--- config.mk ---
export PLATFORM = sky130hd
export DESIGN_NAME = dp_sequencer
export DESIGN_NICKNAME = d
export VERILOG_FILES = /design/src/rtl/dp_sequencer.sv
export SDC_FILE = /design/constraint.sdc
export NUM_CORES = 1
export LEC_CHECK = 0
export CAP_MARGIN = 20
export CORE_AREA = 2 2 105 107
export CTS_CLUSTER_DIAMETER = 200
export DETAILED_ROUTE_END_ITERATION = 8
export DIE_AREA = 0 0 107 109
export PLACE_DENSITY = 0.77
export SYNTH_ARGS = -nofsm -noshare
export SYNTH_HDL_FRONTEND = slang
export SYNTH_SLANG_ARGS = --single-unit
export TNS_END_PERCENT = 1
--- constraint.sdc ---
create_clock -name CLK -period 5.5 [get_ports CLK]
set_clock_uncertainty 0.15 [all_clocks]
set_input_delay 1.1 -clock CLK [delete_from_list [all_inputs] [get_ports CLK]]
set_output_delay 1.1 -clock CLK [all_outputs]
set_load 0.02 [all_outputs]
--- src/rtl/dp_sequencer.sv ---
// Datapath command sequencer: expands LOAD/ALU/STORE block commands into
// per-element two-cycle (ISSUE, WAIT) datapath control words.
module dp_sequencer #(
  parameter int DATA_WIDTH = 32,
  parameter int IDX_WIDTH  = 6
) (
  input  logic                  CLK,
  input  logic                  RST_N,
  input  logic                  cmd_valid,
  output logic                  cmd_ready,
  input  logic [1:0]            cmd_op,
  input  logic [3:0]            cmd_alu_op,
  input  logic [DATA_WIDTH-1:0] cmd_imm,
  input  logic [IDX_WIDTH-1:0]  cmd_base,
  input  logic [IDX_WIDTH:0]    cmd_count,
  input  logic                  abort,
  output logic                  X,
  output logic                  Y,
  output logic                  R_W,
  output logic [IDX_WIDTH-1:0]  W_INST,
  output logic [IDX_WIDTH-1:0]  R_INST,
  output logic [IDX_WIDTH-1:0]  ADDR,
  output logic [21:0]           OSD,
  output logic [1:0]            sel,
  output logic [DATA_WIDTH-1:0] B_imm,
  output logic                  busy,
  output logic                  done,
  output logic                  err
);

  localparam logic [1:0] S_IDLE  = 2'd0;
  localparam logic [1:0] S_ISSUE = 2'd1;
  localparam logic [1:0] S_WAIT  = 2'd2;
  localparam logic [1:0] S_FIN   = 2'd3;

  localparam logic [1:0] OP_LOAD  = 2'd0;
  localparam logic [1:0] OP_ALU   = 2'd1;
  localparam logic [1:0] OP_STORE = 2'd2;

  localparam logic [IDX_WIDTH:0] MAX_COUNT = {1'b1, {IDX_WIDTH{1'b0}}};

  logic [1:0]            state_q, state_d;
  logic [1:0]            op_q, op_d;
  logic [3:0]            aluOp_q, aluOp_d;
  logic [DATA_WIDTH-1:0] imm_q, imm_d;
  logic [IDX_WIDTH-1:0]  base_q, base_d;
  logic [IDX_WIDTH:0]    count_q, count_d;
  logic [IDX_WIDTH:0]    i_q, i_d;
  logic [IDX_WIDTH:0]    iInc;
  logic                  cmdLegal;
  logic                  errNext;

  logic                  cmdReady_q, cmdReady_d;
  logic                  busy_q, busy_d;
  logic                  done_q, done_d;
  logic                  err_q, err_d;
  logic                  x_q, x_d;
  logic                  y_q, y_d;
  logic                  rw_q, rw_d;
  logic [IDX_WIDTH-1:0]  wInst_q, wInst_d;
  logic [IDX_WIDTH-1:0]  rInst_q, rInst_d;
  logic [IDX_WIDTH-1:0]  addr_q, addr_d;
  logic [21:0]           osd_q, osd_d;
  logic [1:0]            sel_q, sel_d;
  logic [DATA_WIDTH-1:0] bImm_q, bImm_d;
  logic [IDX_WIDTH-1:0]  idx_d;
  logic [5:0]            osdIdx;

  assign iInc     = i_q + 1'b1;
  assign cmdLegal = (cmd_op != 2'd3) && (cmd_count != '0) && (cmd_count <= MAX_COUNT);

  always_comb begin
    state_d = state_q;
    op_d    = op_q;
    aluOp_d = aluOp_q;
    imm_d   = imm_q;
    base_d  = base_q;
    count_d = count_q;
    i_d     = i_q;
    errNext = 1'b0;
    case (state_q)
      S_IDLE: begin
        if (cmd_valid && cmdReady_q) begin
          op_d    = cmd_op;
          aluOp_d = cmd_alu_op;
          imm_d   = cmd_imm;
          base_d  = cmd_base;
          count_d = cmd_count;
          i_d     = '0;
          if (cmdLegal) begin
            state_d = S_ISSUE;
          end else begin
            state_d = S_FIN;
            errNext = 1'b1;
          end
        end
      end
      S_ISSUE: begin
        if (abort) begin
          state_d = S_FIN;
          errNext = 1'b1;
        end else begin
          state_d = S_WAIT;
        end
      end
      S_WAIT: begin
        if (abort) begin
          state_d = S_FIN;
          errNext = 1'b1;
        end else begin
          i_d     = iInc;
          state_d = (iInc == count_q) ? S_FIN : S_ISSUE;
        end
      end
      default: state_d = S_IDLE;
    endcase
  end

  // Outputs are derived from the next state so the registered controls line
  // up with the state they belong to, with no input-to-output path.
  assign idx_d  = base_d + i_d[IDX_WIDTH-1:0];
  assign osdIdx = 6'(idx_d);

  always_comb begin
    cmdReady_d = (state_d == S_IDLE);
    busy_d     = (state_d != S_IDLE);
    done_d     = (state_d == S_FIN);
    err_d      = errNext;
    x_d        = 1'b0;
    y_d        = 1'b0;
    rw_d       = 1'b0;
    wInst_d    = '0;
    rInst_d    = '0;
    addr_d     = '0;
    osd_d      = '0;
    sel_d      = 2'd0;
    bImm_d     = '0;
    if ((state_d == S_ISSUE) || (state_d == S_WAIT)) begin
      case (op_d)
        OP_LOAD: begin
          x_d     = 1'b1;
          rw_d    = 1'b1;
          addr_d  = idx_d;
          wInst_d = idx_d;
        end
        OP_STORE: begin
          y_d     = 1'b1;
          addr_d  = idx_d;
          rInst_d = idx_d;
        end
        OP_ALU: begin
          sel_d         = 2'd1;
          bImm_d        = imm_d;
          osd_d[21:18]  = aluOp_d;
          osd_d[17:12]  = osdIdx;
          if (state_d == S_WAIT) begin
            osd_d[5:0] = osdIdx;
          end
        end
        default: ;
      endcase
    end
  end

  always_ff @(posedge CLK or negedge RST_N) begin
    if (!RST_N) begin
      state_q    <= S_IDLE;
      op_q       <= '0;
      aluOp_q    <= '0;
      imm_q      <= '0;
      base_q     <= '0;
      count_q    <= '0;
      i_q        <= '0;
      cmdReady_q <= 1'b0;
      busy_q     <= 1'b0;
      done_q     <= 1'b0;
      err_q      <= 1'b0;
      x_q        <= 1'b0;
      y_q        <= 1'b0;
      rw_q       <= 1'b0;
      wInst_q    <= '0;
      rInst_q    <= '0;
      addr_q     <= '0;
      osd_q      <= '0;
      sel_q      <= '0;
      bImm_q     <= '0;
    end else begin
      state_q    <= state_d;
      op_q       <= op_d;
      aluOp_q    <= aluOp_d;
      imm_q      <= imm_d;
      base_q     <= base_d;
      count_q    <= count_d;
      i_q        <= i_d;
      cmdReady_q <= cmdReady_d;
      busy_q     <= busy_d;
      done_q     <= done_d;
      err_q      <= err_d;
      x_q        <= x_d;
      y_q        <= y_d;
      rw_q       <= rw_d;
      wInst_q    <= wInst_d;
      rInst_q    <= rInst_d;
      addr_q     <= addr_d;
      osd_q      <= osd_d;
      sel_q      <= sel_d;
      bImm_q     <= bImm_d;
    end
  end

  assign cmd_ready = cmdReady_q;
  assign busy      = busy_q;
  assign done      = done_q;
  assign err       = err_q;
  assign X         = x_q;
  assign Y         = y_q;
  assign R_W       = rw_q;
  assign W_INST    = wInst_q;
  assign R_INST    = rInst_q;
  assign ADDR      = addr_q;
  assign OSD       = osd_q;
  assign sel       = sel_q;
  assign B_imm     = bImm_q;

endmodule

[Word level (Yosys, flattened, before mapping)]
Cells that the tools add are included.
Word-level totals
  register bits: 134
  bits in latches: 0
  memory bits (writable): 0
  ROM bits: 0
  input bits: 55
  output and inout bits: 81
  word-level logic and storage cells: 88
  memories: 0
Operators by class
  add/subtract/negate cells: 2
  multiply operators: 0
  div/mod/pow operators: 0
  magnitude comparators: 1
  equal/unequal tests: 11
  shifts and indexed selects: 0
  multiplexer cells: 40
  bitwise gates (word level): 0
  reduce and logical (&&, ||, !) cells: 14
Operator list (number)
  $mux 32: 4
  $mux 6: 11
  $mux 10: 2
  $mux 7: 2
  $pmux 7 s2: 1
  $mux 2: 6
  $mux 1: 10
  $eq 2x2->1 const B: 4
  $mux 4: 2
  $add 7x1->7 const B: 1
  $eq 7x7->1: 1
  $le 7x7->1 const B: 1
  $reduce_bool 7->1: 1
  $add 6x6->6: 1
  $eq 2x1->1 const B: 3
  $logic_not 2->1: 3
  $ne 2x2->1 const B: 3
  $pmux 2 s3: 1
  $reduce_bool 2->1: 2
  $reduce_or 2->1: 2
  $logic_and 1x1->1: 3
  $reduce_and 3->1: 1
  $pmux 1 s2: 1
  $reduce_and 2->1: 1
  $logic_or 1x1->1: 1

[Depth between registers and ports, before layout]
  depth after elaboration: 10
  depth in mapped cells: 14
  depth with buffers taken out: 13

[Least setup slack after synthesis]
No wires, ideal clock.
  path type: in2reg
  from: in cmd_valid
  to: reg rInst_q[4], in the netlist R_INST[4]
  setup time: 0.149 ns
  arrival: 3.534 ns
  required time: 5.201 ns
  slack: 1.667 ns
  stages: 12
  path buffers: 2
  cell sequence: nand3_1 clkbuf_1 buf_2 mux2_1 ha_1 inv_1 fa_1 inv_1 a21o_1 a21oi_1 xor2_1 nor3_1
On the way
  longest elaborated chain between the ends: 6
  elaborated cells between the ends (all ways): 16
  those cells by class: add/sub (1); eq/ne (3); mux (10); reduce/logical (2)
RTL lines
  start, declared: RTL line 9  | input logic cmd_valid,
  $logic_and 1x1->1: RTL line 83  | if (cmd_valid && cmdReady_q) begin
  $mux 6: RTL line 83
  $mux 6: RTL line 81  | case (state_q)
  named net base_d[0]: RTL line 46  | logic [IDX_WIDTH-1:0] base_q, base_d;
  $add 6x6->6: RTL line 121  | assign idx_d = base_d + i_d[IDX_WIDTH-1:0];
  $mux 6: RTL line 139  | case (op_d)
  $mux 6: RTL line 138  | if ((state_d == S_ISSUE) || (state_d == S_WAIT)) begin
  named net rInst_d[4]: RTL line 61  | logic [IDX_WIDTH-1:0] rInst_q, rInst_d;
  end signal, assigned: RTL line 203  | rInst_q <= rInst_d;
  end, declared: RTL line 61
The timed path passes the listed nets, and every way through them passes these cells. The select of a mux whose other input is x is not followed.
A chain may end at the register's enable or synchronous reset.

[Worst setup path after layout]
  from: in cmd_count[1]
  to: reg osd_q[5], in the netlist OSD[5]
On the way
  longest elaborated chain between the ends: 10
  elaborated cells between the ends (all ways): 13
  those cells by class: order compare (1); eq/ne (2); mux (6); reduce/logical (4)
RTL lines
  start, declared: RTL line 15  | input logic [IDX_WIDTH:0] cmd_count,
  parallel branches: the longest is 2 deep, another holds $le 7x7->1
  $logic_and 1x1->1 *: RTL line 70  | assign cmdLegal = (cmd_op != 2'd3) && (cmd_count != '0) && (cmd_count <= MAX_COUNT);
  $mux 2 *: RTL line 90  | if (cmdLegal) begin
  $mux 2 *: RTL line 83
  $pmux 2 s3 *: RTL line 81
  $eq 2x2->1: RTL line 138, 156
  $mux 6: RTL line 156  | if (state_d == S_WAIT) begin
  $mux 6: RTL line 139
  $mux 6 *: RTL line 138
  named net osd_d[5]: RTL line 63  | logic [21:0] osd_q, osd_d;
  end signal, assigned: RTL line 205  | osd_q <= osd_d;
  end, declared: RTL line 63
Mark *: on every way through the listed nets, which the timed path passes.

==> reports/qor.yml <==
die:
  boundaryPins: 136
  die_y_um: 109
  coreArea_um2: 10600
  start_util: 0.488
  die_area_um2: 11700
  placementRows: 38
  chipWidth_um: 107
layout:
  diodes: 0
  area_delta_synth_final_pct: 38.4
  drive_gt1_frac: 0.102
  fin_nets: 586
  final_util: 0.676
  fillerInstances: 788
clock_network:
  cts_tree: "done"
  cts_sinks: 133
  postCtsSetupRepairBufs: 0
  cts_made_buffers: 17
  root_buffer: "clkbuf_8"
  clkLatencyLatePin_ps: 510
  ctsResizeCount: 0
  h-tree-depth: 4
  clkSlewWorstSetupHoldPaths_ps: 60
  ctsHoldBuffers: 0
  cts_buffer_depth: 2
synth:
  ys_ff_latch: 133
  synth_edf_count: 0
  synth_cell_types: 47
  netlist_area_um2: 5180
  syn_inst: 380
  synth_top_family_by_area: "multiplexers"
  yosys.area_share.xor_xnor: 0.0268
  synthArstFlopShare: 1.00
  synth-simple-area-share: 0.0991
  yosysSeqAreaShare: 0.643
  synthFlopType: "dfrtp_1"
  syn_area_per_cell_um2: 13.6
  synth-adder-area-share: 0.0353
  synth.mux.area_fraction: 0.115
  ys_warn_count: 0
  synth-compound-area-share: 0.0481
power:
  p_seq_frac: 0.356
  clkPwrFrac: 0.256
  swShare: 0.345
  peakVddDrop_mv: 0.370
  p_per_area_nw_per_um2: 593
  p_switching_mw: 1.47
  p_int_mw: 2.78
  leakage_nw: 3.32
  combPwrFrac: 0.388
worst_setup_path:
  timing.critical_path.buf_inv: 2
  start_kind: "primary input"
  cp_top_family: "simple AND/OR/NAND/NOR gates"
  crit_arrival_ps: 4320
  critPathKind: "primary input to flop"
  worstSetupEndpointType: "flop"
  crit_path_max_incr_delay_ps: 530
  required_ps: 5790
  path_cells: "clkdlybuf4s50_1 -> or4_1 -> or4_1 -> a31o_1 -> a21oi_1 -> a41oi_1 -> ha_1 -> o21ai_2 -> inv_2 -> nand2_1 -> nor2_1"
  crit_fanout: 38
  crit_top_cell: "or4_1"
  slowest_stage: "or4_1"
drt:
  routedWlPerCell_um: 15.5
  vias_per_cell: 4.92
  vias: 3299
  drt_iter0_markers: 81
  first_pass_iters: 4
  ant_nets: 0
  routed_wl_mm: 10.4
  drc: 0
sta:
  setup-violations-final: 0
  setup_tns_ps: 0
  fin_ws_ps: 1470
  fmax_ghz: 0.248
  fin_crit_sh: 0.733
  hold_viol: 0
  tightest_slew_ps: 774
  finalMaxSlewViolations: 0
  rsz0062_at_grt: "false"
  hold-worst-slack_ps: 327
  max_slew_margin: 0.469
  fin_crit_ps: 4030
grt:
  grt_overflow_total: 0
  grt_pass1_vias: 3357
  grt_pass1_wl_mm: 16.6
  grt_max_degree: 56
  grt_usage: 0.191
  antenna_found_initial: 0
placed_design:
  place_ws_ps: 917
  portBuffers: 128
  routabilityCongestion: 0.890
  place_hpwl_mm: 7.18
outcome:
  status: "finished clean"
hold_path:
  min_path_type: "flop to flop"
flow_run:
  drv_cap: 0
worst reg2reg max path: cells and delay by family, from the launching register on:
family	cells	cell delay, ps
AND/OR/NAND/NOR	3	750
adder cells (fa/ha/maj)	2	620
flip-flops	1	420
buffers and inverters	3	870
AO/OA/AOI/OAI	4	640
cell usage in the layout, fill, tap and decap left out, types with 7 or more instances in the layout:
| master | count |
|---|---|
| dfrtp_1 | 133 |
| inv_1 | 14 |
| nor2_1 | 25 |
| clkdlybuf4s50_1 | 127 |
| xor2_1 | 9 |
| a21oi_1 | 7 |
| mux2_2 | 8 |
| mux2_1 | 42 |
| nand2_1 | 8 |
| conb_1 | 7 |
| and2_1 | 37 |
| clkbuf_16 | 16 |
| ha_1 | 13 |
| nor3_1 | 8 |
Yosys cell counts (3+ instances only):
library cell  number  share of area
a21o_1             3         0.0043
a21oi_1            7         0.0068
buf_2              3         0.0029
clkbuf_1           9         0.0065
nand3_1            5         0.0048
xor2_1             9          0.015
and2_1            37          0.045
nand2_1            8         0.0058
nor2_1            25          0.018
xnor2_1            4         0.0068
nor3_1             8         0.0077
dfrtp_1          133           0.64
ha_1              13          0.031
inv_1             14          0.010
buf_4              8          0.012
a22o_1             3         0.0051
mux2_2             8          0.017
mux2_1            42          0.091
o21ai_0            5         0.0048
mux2i_1            3         0.0058
worst paths after layout:
kind | start | end | slack, ps | cells after the start
hold / removal | imm_q[17] | imm_q[17] | 330 | 1
setup reg to reg | state_q[0] | OSD[5] | 1990 | 12
min in group asynchronous | RST_N | imm_q[24] | 380 | 1
max in group asynchronous | RST_N | R_INST[0] | 3800 | 2
hold reg to reg | imm_q[17] | imm_q[17] | 330 | 1
setup / recovery | cmd_count[1] | OSD[5] | 1470 | 11
cell type report:
type	instances	area [um^2]	area share
Multi-Input combinational cell	217	1710	0.238
Inverter	16	60.1	0.00838
Tap cell	140	175	0.0245
Sequential cell	133	3330	0.465
Clock inverter	12	128	0.0178
Timing Repair Buffer	132	1310	0.183
Clock buffer	20	455	0.0636
power by group through the flow:
stage               Combinational [mW]  Sequential [mW]  Clock (mW)
detailed placement                1.65             1.53           0
finish                            1.65             1.51        1.09
CTS                               1.67             1.52        1.11
global route                      1.81             1.55        1.16
floorplan                        0.818             1.71           0
global placement                  1.62             1.51           0
flip-flops by register name, summed over array words and instances, names as in the netlist, 2 cells and up:
register  flops
state_q       2
ADDR          6
count_q       7
W_INST        6
op_q          2
OSD          16
B_imm        32
aluOp_q       4
imm_q        32
base_q        6
R_INST        6
i_q           7
routing by layer:
metal  share of wire  global-route usage  vias up
li1                -                   -     1536
met1            0.45               0.251     1626
met2            0.46               0.289      124
met3           0.082              0.0777       13
met4           0.011              0.0677        0
met5               0                   0        -
through the flow:
stage | total power [mW] | std cells | cell area (um^2)
after floorplan | 2.53 | 386 | 5200
after global placement | 3.13 | 638 | 6580
after detailed placement | 3.18 | 638 | 6580
after CTS | 4.29 | 670 | 7160
after global routing | 4.53 | 670 | 7160
final | 4.25 | 670 | 7160
logic make-up after synthesis:
| kind of cell | Yosys count |
|---|---|
| AOI/OAI and AO/OA | 34 |
| adders and majority gates | 14 |
| buffers and inverters | 36 |
| xor gates and xnor gates | 14 |
| muxes | 53 |
| and+or+nand+nor | 95 |
| other | 1 |
| DFF | 133 |
Power figures use the tool's default switching activity.
